**config.mk**
```make
export PLATFORM = sky130hd
export DESIGN_NAME = bimodal_branch_predictor
export DESIGN_NICKNAME = d
export VERILOG_FILES = /design/src/rtl/bimodal_branch_predictor_pkg.sv /design/src/rtl/bimodal_branch_predictor_sat_counter.sv /design/src/rtl/bimodal_branch_predictor.sv
export SDC_FILE = /design/constraint.sdc
export NUM_CORES = 1
export LEC_CHECK = 0
export CAP_MARGIN = 20
export CORE_MARGIN = 8
export CORE_UTILIZATION = 48
export CTS_CLUSTER_DIAMETER = 120
export DETAILED_ROUTE_END_ITERATION = 12
export HOLD_SLACK_MARGIN = 0.1
export PLACE_DENSITY = 0.7
export SYNTH_ARGS = -nofsm -noshare
export SYNTH_HDL_FRONTEND = slang
export SYNTH_SLANG_ARGS = --single-unit
export TNS_END_PERCENT = 30
```
**constraint.sdc**
```tcl
create_clock -name clock -period 2.15 [get_ports clock]
set_clock_uncertainty 0.15 [all_clocks]
set_input_delay 0.5375 -clock clock [delete_from_list [all_inputs] [get_ports clock]]
set_output_delay 0.5375 -clock clock [all_outputs]
set_load 0.005 [all_outputs]
```
**src/rtl/bimodal_branch_predictor_pkg.sv**
```systemverilog
// rtl/bimodal_branch_predictor_pkg.sv - shared sizing helper for the bimodal predictor
//
// Purpose: counter-width helper used by the predictor top and its counter cells.
// Ports:   none (package).
package bimodal_branch_predictor_pkg;

  // Bits needed to hold a counter with 'states' states; never narrower than 1 bit.
  function automatic int cnt_width(input int states);
    return (states < 2) ? 1 : $clog2(states);
  endfunction

endpackage

```
**src/rtl/bimodal_branch_predictor_sat_counter.sv**
```systemverilog
// rtl/bimodal_branch_predictor_sat_counter.sv - one saturating up/down counter of the table
//
// Purpose: holds one table entry. It moves one step up or down and saturates at 0 and WIDTH-1.
// Ports:
//   clock        rising-edge clock
//   resetn       asynchronous active-low reset; the entry loads RESET
//   increment_i  step up unless already at WIDTH-1
//   decrement_i  step down unless already at 0
//   count_o      current counter value
module bimodal_branch_predictor_sat_counter
  import bimodal_branch_predictor_pkg::*;
#(
  parameter int WIDTH = 4,  // number of counter states
  parameter int RESET = 1,
  localparam int CW   = cnt_width(WIDTH)
) (
  input  logic          clock,
  input  logic          resetn,
  input  logic          increment_i,
  input  logic          decrement_i,
  output logic [CW-1:0] count_o
);

  localparam logic [CW-1:0] CNT_MAX   = CW'(WIDTH - 1);
  localparam logic [CW-1:0] CNT_MIN   = '0;
  localparam logic [CW-1:0] CNT_RESET = CW'(RESET);
  localparam logic [CW-1:0] CNT_ONE   = CW'(1);

  logic [CW-1:0] count_q;
  logic [CW-1:0] count_d;

  always_comb begin
    count_d = count_q;
    if (increment_i && (count_q != CNT_MAX)) begin
      count_d = count_q + CNT_ONE;
    end else if (decrement_i && (count_q != CNT_MIN)) begin
      count_d = count_q - CNT_ONE;
    end
  end

  always_ff @(posedge clock or negedge resetn) begin
    if (!resetn) begin
      count_q <= CNT_RESET;
    end else begin
      count_q <= count_d;
    end
  end

  assign count_o = count_q;

endmodule

```
**src/rtl/bimodal_branch_predictor.sv**
```systemverilog
// rtl/bimodal_branch_predictor.sv - bimodal direction predictor with a registered lookup
//
// Purpose: a table of 2^INDEX_WIDTH saturating counters indexed by low PC bits. A lookup returns
//          the taken/confident prediction one cycle later. An update trains one entry.
// Ports:
//   clock, resetn          rising-edge clock; asynchronous active-low reset
//   predict_valid/_index   lookup request and entry
//   prediction_valid       high one cycle after predict_valid
//   prediction_taken       counter >= COUNTER_STATES/2 at lookup time
//   prediction_confident   counter at either extreme at lookup time
//   update_valid/_index    resolved-branch update and entry
//   update_taken           1 = increment, 0 = decrement
module bimodal_branch_predictor
  import bimodal_branch_predictor_pkg::*;
#(
  parameter int INDEX_WIDTH    = 4,
  parameter int COUNTER_STATES = 4,
  parameter int COUNTER_RESET  = 1
) (
  input  logic                   clock,
  input  logic                   resetn,
  input  logic                   predict_valid,
  input  logic [INDEX_WIDTH-1:0] predict_index,
  output logic                   prediction_valid,
  output logic                   prediction_taken,
  output logic                   prediction_confident,
  input  logic                   update_valid,
  input  logic [INDEX_WIDTH-1:0] update_index,
  input  logic                   update_taken
);

  localparam int CW    = cnt_width(COUNTER_STATES);
  localparam int DEPTH = 1 << INDEX_WIDTH;

  localparam logic [CW-1:0] TAKEN_THRESHOLD = CW'(COUNTER_STATES / 2);
  localparam logic [CW-1:0] CNT_MAX         = CW'(COUNTER_STATES - 1);
  localparam logic [CW-1:0] CNT_MIN         = '0;

  logic [CW-1:0] cnt [DEPTH];

  for (genvar gi = 0; gi < DEPTH; gi++) begin : g_entry
    logic hit;
    assign hit = update_valid && (update_index == INDEX_WIDTH'(gi));

    bimodal_branch_predictor_sat_counter #(
      .WIDTH (COUNTER_STATES),
      .RESET (COUNTER_RESET)
    ) u_cnt (
      .clock       (clock),
      .resetn      (resetn),
      .increment_i (hit &&  update_taken),
      .decrement_i (hit && !update_taken),
      .count_o     (cnt[gi])
    );
  end

  // The read mux sees the counters before this edge's update lands. So a same-index
  // lookup and update is read-before-write, and it needs no bypass.
  logic [CW-1:0] rd_cnt;
  assign rd_cnt = cnt[predict_index];

  logic valid_q, valid_d;
  logic taken_q, taken_d;
  logic conf_q,  conf_d;

  always_comb begin
    valid_d = predict_valid;
    taken_d = taken_q;
    conf_d  = conf_q;
    if (predict_valid) begin
      taken_d = (rd_cnt >= TAKEN_THRESHOLD);
      conf_d  = (rd_cnt == CNT_MIN) || (rd_cnt == CNT_MAX);
    end
  end

  always_ff @(posedge clock or negedge resetn) begin
    if (!resetn) begin
      valid_q <= 1'b0;
      taken_q <= 1'b0;
      conf_q  <= 1'b0;
    end else begin
      valid_q <= valid_d;
      taken_q <= taken_d;
      conf_q  <= conf_d;
    end
  end

  assign prediction_valid     = valid_q;
  assign prediction_taken     = taken_q;
  assign prediction_confident = conf_q;

endmodule

```
---- Word-level counts from Yosys, hierarchy flattened ----
Cells that the tools add are included.
W data, S select, Z words.
storage, ports and cells
  flip-flop bits (word level) ............. 35
  logic and storage cells ................. 237
  output and inout bits ................... 3
operators by class
  order comparisons ....................... 2
  equality and inequality tests ........... 32
  reductions and logical operators ........ 116
  bitwise operators ....................... 1
  multiplexer cells ....................... 35
  $add $sub $neg .......................... 32
operator list
  kind                   number
  $logic_and A1 B1 Y1    80
  $mux W2                34
  $reduce_bool A2 Y1     32
  $add A2 B1 Y2 const B  16
  $eq A4 B4 Y1 const B   8
  $ne A2 B2 Y1 const B   16
  $sub A2 B1 Y2 const B  16
  $eq A4 B3 Y1 const B   4
  $bmux W2 S4            1
  $eq A4 B2 Y1 const B   2
  $ge A5 B5 Y1 const B   1
  $not A4 Y5             1
  $eq A4 B1 Y1 const B   1
  $logic_not A4 Y1       1
  $eq A2 B2 Y1 const B   1
  $ge A2 B2 Y1 const B   1
  $logic_not A2 Y1       1
  $logic_not A1 Y1       1
  $logic_or A1 B1 Y1     1

---- Depth between registers and ports, before layout ----
Gate-level depths: netlist of run 1.
  depth in word-level cells ............... 6
  mapped depth ............................ 9
  mapped depth without buffers ............ 8

---- By module ----
From an unflattened synthesis of run 1, not the netlist that was laid out.
unflattened totals
  cells, all modules ...................... 223
  area, all modules ....................... 2133.3 um^2
modules (own cells, without submodules)
  module                                times used  cells an instance  area each (um^2)  seq. area each (um^2)
  bimodal_branch_predictor_sat_counter  16          9                  93.8              51.3
  bimodal_branch_predictor              1           79                 631.9             75.1

---- Worst setup path after synthesis of run 1 ----
No wires, ideal clock.
  path kind ............................... input to register
  start point ............................. input port predict_index[2]
  end point ............................... register taken_q, in the netlist prediction_taken
  arrival ................................. 2.142 ns
  stages .................................. 9
  slack ................................... -0.280 ns
  cell sequence ........................... buf_2 mux4_2 nor2b_1 a211oi_1 a21oi_1 ha_1 nand3b_1 a31oi_1 a211oi_1
on the way
  longest elaborated chain between the ends .. 5
ends and longest elaborated chain
  what                                         line                            source
  start: declaration                           bimodal_branch_predictor.sv:23  input logic [INDEX_WIDTH-1:0] predict_index,
  $not A4 Y5 (implied by the code)             bimodal_branch_predictor.sv:60  assign rd_cnt = cnt[predict_index];
  $bmux W2 S4                                  bimodal_branch_predictor.sv:60
  $mux W2 (implied by the code) (2 in series)  bimodal_branch_predictor.sv:60
  $ge A2 B2 Y1                                 bimodal_branch_predictor.sv:71  taken_d = (rd_cnt >= TAKEN_THRESHOLD);
  end signal: assignment                       bimodal_branch_predictor.sv:83  taken_q <= taken_d;
  end: declaration                             bimodal_branch_predictor.sv:63  logic taken_q, taken_d;
Every way passes these cells. The select of a mux whose other input is x is not followed.
A chain may end at the register's enable or synchronous reset.

---- Final worst setup path of run 1 ----
  start point ............................. register g_entry[15].u_cnt.count_q[0]
  end point ............................... register conf_q, in the netlist prediction_confident
on the way
  longest elaborated chain between the ends .. 5
ends and longest elaborated chain
  what                                                     line                                        source
  start: declaration                                       bimodal_branch_predictor_sat_counter.sv:29  logic [CW-1:0] count_q;
  start signal: assignment                                 bimodal_branch_predictor_sat_counter.sv:45  count_q <= count_d;
  $bmux W2 S4 *                                            bimodal_branch_predictor.sv:60
  $mux W2 (implied by the code) * (2 in series)            bimodal_branch_predictor.sv:60
  $eq A2 B2 Y1 / $logic_not A2 Y1 (equally long branches)  bimodal_branch_predictor.sv:72              conf_d = (rd_cnt == CNT_MIN) || (rd_cnt == CNT_MAX);
  $logic_or A1 B1 Y1 *                                     bimodal_branch_predictor.sv:72
  end signal: assignment                                   bimodal_branch_predictor.sv:84              conf_q <= conf_d;
  end: declaration                                         bimodal_branch_predictor.sv:64              logic conf_q, conf_d;
Every way passes the cells marked *; elsewhere a longest branch is shown, timed or not. The select of a mux whose other input is x is not followed.

==> impl_metrics.env, run 1 <==
export IMPL_status="completed"
export IMPL_grt_usage=0.177
export IMPL_first_pass_iters=4
export IMPL_p_clk_frac=0.292
export IMPL_seq_area_frac_synth=0.418
export IMPL_seqPwrFrac=0.492
export IMPL_drv_cap=0
export IMPL_syn_num_nets=243
export IMPL_numCtsBuffers=5
export IMPL_setup_tns_ns=0
export IMPL_die_height_um=82.8
export IMPL_syn2layout_area_growth_pct=26.9
export IMPL_initial_core_util=0.495
export IMPL_drtAntennaViolNets=0
export IMPL_crit_top_cell="mux4_2"
export IMPL_clk_latency_ns=0.29
export IMPL_nFillCells=366
export IMPL_grt_max_degree=36
export IMPL_critPathLaunchType="register"
export IMPL_cts_root_buf="clkbuf_8"
export IMPL_io_buffer_count=15
export IMPL_yosys_cell_types_count=32
export IMPL_syn_avg_cell_area_sq_um=9.35
export IMPL_yosys_warnings=0
export IMPL_hold_violations=0
export IMPL_switching_power_mw=0.469
export IMPL_cts_sinks=35
export IMPL_cp_slowest_cell="mux4_2"
export IMPL_utilization=0.628
export IMPL_routed_via_density=5.96
export IMPL_grt_pass1_vias=1885
export IMPL_max_vdd_ir_drop_uv=264
export IMPL_htree_levels=2
export IMPL_tritoncts="yes"
export IMPL_core_area_sq_um=4320
export IMPL_fmax_mhz=471
export IMPL_power_density_nw_per_um2=616
export IMPL_synth_seq_cells=35
export IMPL_period_minus_slack_ns=2.12
export IMPL_hpwl_mm=3.94
export IMPL_vias=1985
export IMPL_combPwrFrac=0.216
export IMPL_total_power_mw=1.67
export IMPL_grt_setup_unrepaired="true"
export IMPL_critPathLaunch="g_entry[15].u_cnt.count_o[0]"
export IMPL_dr_first_iter_drc_count=167
export IMPL_pin_count=16
export IMPL_path_clk_slew_ns=0.07
export IMPL_wire_per_inst_um=16.2
export IMPL_diodes=0
export IMPL_required_ns=2.18
export IMPL_post_route_drc_count=0
export IMPL_path_class="register to register"
export IMPL_p_int_mw=1.20
export IMPL_worstMarginPinSlew_ns=0.450
export IMPL_slew_violations=0
export IMPL_power_leakage_nw=1.06
export IMPL_hp_class="register to register"
export IMPL_end_kind="register"
export IMPL_clockBufferDepth=2
export IMPL_fin_nets=295
export IMPL_routabilityCongestion=0.836
export IMPL_hp_start="prediction_confident"
export IMPL_arrival_ns=2.15
export IMPL_wl_mm=5.38
export IMPL_fin_crit_sh=0.987
export IMPL_drive_above_1_share=0.313
export IMPL_fin_ws_ns=0.0276
export IMPL_crit_path_cell_trace="mux4_2, mux4_2, inv_2, ha_4, mux2_4"
export IMPL_dieArea_sq_um=6850
export IMPL_critPathMaxStageDelay_ns=0.48
export IMPL_slew_headroom=0.700
export IMPL_setup_viol=0
export IMPL_rows=24
export IMPL_place_ws_ns=-0.849
export IMPL_overflow=0
export IMPL_crit_fanout=2
export IMPL_cp_buffers_inverters=1
export IMPL_die_w_um=82.8
export IMPL_grt_first_pass_wirelength_mm=9.22
export IMPL_r2r_start="g_entry[15].u_cnt.count_o[0]"
export IMPL_grt_antenna_before_repair=0
export IMPL_p_sw_frac=0.280
export IMPL_cp_top_family="multiplexers"
export IMPL_synth_area_sq_um=2140
export IMPL_syn_inst=229
[logic make-up (layout without fill, tap and decap cells)]
family          Yosys count  count (layout)  synth area share
flops                    35              35             0.418
compound gates           91              91             0.260
simple gates             71              71             0.168
buf+inv                  19              71            0.0444
fa+ha+maj                 1               1           0.00584
mux                      12              12             0.103
[through the flow]
stage | area (sq um) | hold WS (ns) | std cells
2_1_floorplan | 2150 | 0.0919 | 229
3_3_place_gp | 2590 | 0.364 | 323
3_5_place_dp | 2590 | 0.351 | 323
4_1_cts | 2710 | 0.374 | 331
5_1_grt | 2720 | 0.407 | 333
6_report | 2720 | 0.367 | 333
[cell usage in the layout (no fill, tap or decap), types with 4 or more instances in the layout]
cell / Yosys / layout
mux4_2: 4 / 7
a211oi_1: 9 / 8
clkbuf_8: 0 / 6
a221o_1: 8 / 8
buf_4: 0 / 45
a31oi_1: 15 / 15
dfrtp_1: 19 / 19
a21oi_1: 10 / 9
nor3b_1: 9 / 9
nor2_1: 17 / 17
nand2_1: 23 / 23
o21ai_0: 42 / 42
nand3_1: 8 / 8
dfstp_2: 16 / 16
clkdlybuf4s50_1: 0 / 11
mux2i_1: 4 / 4
[power groups by stage]
stage	Clock (mW)	Sequential (mW)	Combinational, mW
floorplan	0	0.832	0.180
global route	0.527	0.834	0.402
finish	0.489	0.823	0.362
global placement	0	0.830	0.340
detailed placement	0	0.833	0.352
CTS	0.500	0.823	0.362
[synthesized netlist by cell type (all sizes together)]
cell    instances  share of area
o22ai           1         0.0029
and3            2         0.0058
dfrtp          19           0.22
a221o           8          0.037
nor3            1         0.0023
nor2           17          0.030
a22oi           1         0.0035
mux4            7          0.079
and3b           2         0.0082
clkbuf          7          0.012
ha              1         0.0058
o21ai          42          0.098
mux2i           4          0.019
dfstp          16           0.20
mux2            1         0.0053
and2b           1         0.0035
a211oi          9          0.032
a41oi           3          0.012
o211ai          1         0.0035
o21a            1         0.0035
nand3           8          0.019
nand2          23          0.040
a31oi          15          0.044
buf             9          0.027
nor3b          10          0.037
nand3b          3          0.011
a21oi          10          0.023
inv             3         0.0053
nor2b           4          0.012
[final timing paths]
path                       slack (ns)                      endpoint  cells past startpoint
setup reg to reg                 0.03          prediction_confident                      5
max in group asynchronous        0.99   g_entry[0].u_cnt.count_o[0]                      2
setup / recovery                 0.03          prediction_confident                      5
min in group asynchronous        0.50  g_entry[11].u_cnt.count_o[1]                      2
hold reg to reg                  0.37          prediction_confident                      1
hold / removal                   0.37          prediction_confident                      1
[timing repair]
action / CTS / global route
setup endpoints to repair: 2 / 3
hold buffers: 0 / 0
pin swaps: 2 / 1
resized for setup: 20 / 5
buffers inserted: 1 / 2
[area by class of cell]
type | instances | area, sq um | share of cell area
Clock inverter | 1 | 5.00 | 0.00184
Tap cell | 52 | 65.1 | 0.0239
Multi-Input combinational cell | 175 | 1170 | 0.431
Sequential cell | 35 | 896 | 0.330
Clock buffer | 6 | 82.6 | 0.0304
Inverter | 3 | 11.3 | 0.00414
Timing Repair Buffer | 61 | 485 | 0.179
[per-layer routing]
metal / vias up / wire length, um / track usage
li1: 972 / - / -
met1: 958 / 2450 / 0.227
met2: 45 / 2630 / 0.287
met3: 10 / 200 / 0.0399
met4: 0 / 95 / 0.0603
met5: - / 0 / 0
[state kept, by name, summed over array words and instances, names as in the netlist]
name	cells
g_entry.u_cnt.count_o	32
prediction_confident	1
prediction_taken	1
prediction_valid	1
(Power assumes the default switching activity.)
==> run 2: changes to the inputs <==
PLACE_DENSITY = 0.71   (was 0.7)
==> impl_metrics.env, run 2 (synthesis results as in run 1) <==
export IMPL_largest_reg_flops=32
export IMPL_crit_fanout=6
export IMPL_routed_via_density=6.16
export IMPL_hold_violations=0
export IMPL_power_density_nw_per_um2=615
export IMPL_wl_mm=5.37
export IMPL_drtAntennaViolNets=0
export IMPL_rrSetupSlack_ns=0.005
export IMPL_io_buffer_count=15
export IMPL_grt_setup_unrepaired="true"
export IMPL_tritoncts="yes"
export IMPL_diodes=0
export IMPL_end_kind="register"
export IMPL_seqPwrFrac=0.518
export IMPL_htree_levels=2
export IMPL_routabilityCongestion=0.791
export IMPL_nFillCells=402
export IMPL_grt_first_pass_wirelength_mm=8.96
export IMPL_grt_pass1_vias=1813
export IMPL_path_class="register to register"
export IMPL_utilization=0.608
export IMPL_overflow=0
export IMPL_power_leakage_nw=1.00
export IMPL_pin_count=16
export IMPL_status="completed"
export IMPL_clk_latency_ns=0.29
export IMPL_wire_per_inst_um=16.7
export IMPL_r2r_start="g_entry[1].u_cnt.count_o[0]"
export IMPL_grt_antenna_before_repair=0
export IMPL_arrival_ns=2.18
export IMPL_p_sw_frac=0.283
export IMPL_drive_above_1_share=0.275
export IMPL_period_minus_slack_ns=2.14
export IMPL_fmax_mhz=466
export IMPL_clockBufferDepth=2
export IMPL_rows=24
export IMPL_setup_tns_ns=0
export IMPL_post_route_drc_count=0
export IMPL_syn2layout_area_growth_pct=22.7
export IMPL_die_height_um=82.8
export IMPL_hold_depth=1
export IMPL_fin_nets=284
export IMPL_die_w_um=82.8
export IMPL_dr_first_iter_drc_count=97
export IMPL_initial_core_util=0.495
export IMPL_hold_path_endpoint="prediction_confident"
export IMPL_slew_violations=0
export IMPL_combPwrFrac=0.209
export IMPL_numCtsBuffers=5
export IMPL_switching_power_mw=0.457
export IMPL_setup_viol=0
export IMPL_required_ns=2.19
export IMPL_hold_ws_ns=0.372
export IMPL_max_vdd_ir_drop_uv=384
export IMPL_cts_sinks=35
export IMPL_hp_class="register to register"
export IMPL_final_common_cell="o21ai_0"
export IMPL_core_area_sq_um=4320
export IMPL_first_pass_iters=4
export IMPL_grt_usage=0.174
export IMPL_slew_headroom=0.691
export IMPL_r2r_end="prediction_taken"
export IMPL_place_area_sq_um=2540
export IMPL_worstMarginPinSlew_ns=0.464
export IMPL_hp_start="prediction_confident"
export IMPL_p_int_mw=1.16
export IMPL_cts_root_buf="clkbuf_8"
export IMPL_drv_cap=0
export IMPL_vias=1977
export IMPL_reg2regPathDepth=7
export IMPL_critPathLaunchType="register"
export IMPL_path_clk_slew_ns=0.07
export IMPL_fin_crit_sh=0.997
export IMPL_p_clk_frac=0.273
export IMPL_fin_area_sq_um=2630
export IMPL_dieArea_sq_um=6850
export IMPL_final_cell_mix="o21ai_0 (42), buf_4 (34), nand2_1 (23), dfrtp_1 (19), nor2_1 (17)"
export IMPL_grt_max_degree=36
export IMPL_hpwl_mm=3.91
==> run 2: worst max path at each step <==
stage / startpoint / end / slack [ns] / cells after the start
finish: g_entry[1].u_cnt.count_o[0] / prediction_taken / 0.005 / 7
global route: g_entry[12].u_cnt.count_o[1] / prediction_taken / -0.06 / 8
CTS: predict_index[0] / prediction_taken / 0.0003 / 8
detailed placement: predict_index[0] / prediction_taken / -0.90 / 8
global placement: predict_index[0] / prediction_confident / -0.79 / 6
floorplan: predict_index[0] / prediction_confident / -0.21 / 6
==> run 2: layer usage <==
layer / vias up / GRT usage / share of wire
met5: - / 0 / 0
met3: 12 / 0.0356 / 0.047
met2: 47 / 0.274 / 0.47
met1: 968 / 0.225 / 0.46
met4: 0 / 0.0828 / 0.022
li1: 950 / - / -
==> run 2: repair_timing <==
action	CTS	global route
hold buffers	0	0
gates resized for setup	23	1
setup endpoints to repair	2	2
pin swaps	2	1
buffers inserted	0	0
==> run 2: per-stage QoR <==
step                      total power, mW  worst slack [ns]  instances
after floorplan                      1.01            -0.212        229
after global placement               1.16            -0.785        315
after detailed placement             1.17            -0.899        315
after CTS                            1.62          0.000265        321
after global routing                 1.69           -0.0629        321
final                                1.61           0.00542        321
==> run 2: power by group through the flow <==
| stage | registers (mW) | clock network, mW | logic, mW |
|---|---|---|---|
| global route | 0.846 | 0.474 | 0.372 |
| global placement | 0.843 | 0 | 0.319 |
| detailed placement | 0.842 | 0 | 0.328 |
| CTS | 0.833 | 0.451 | 0.334 |
| finish | 0.836 | 0.441 | 0.338 |
| floorplan | 0.832 | 0 | 0.180 |
==> run 2: area by class of cell <==
class	count	area [sq um]	share of cell area
Clock buffer	6	72.6	0.0276
Inverter	3	11.3	0.00429
Multi-Input combinational cell	175	1170	0.446
Sequential cell	35	896	0.341
Tap cell	52	65.1	0.0248
Timing Repair Buffer	50	412	0.157
==> run 2: critical path, stage by stage, from the launching register on <==
cell and delay, ns:
dfstp_2 0.40, mux4_2 0.47, mux4_2 0.47, inv_2 0.09, ha_4 0.13, nand3b_1 0.11
a31oi_1 0.05, a211oi_1 0.19
==> run 3: changes to the inputs <==
ABC_CLOCK_PERIOD_IN_PS = 2150   (was unset)
==> results of run 3 <==
No change in the layout: final DEF, timing and power equal those of run 2.
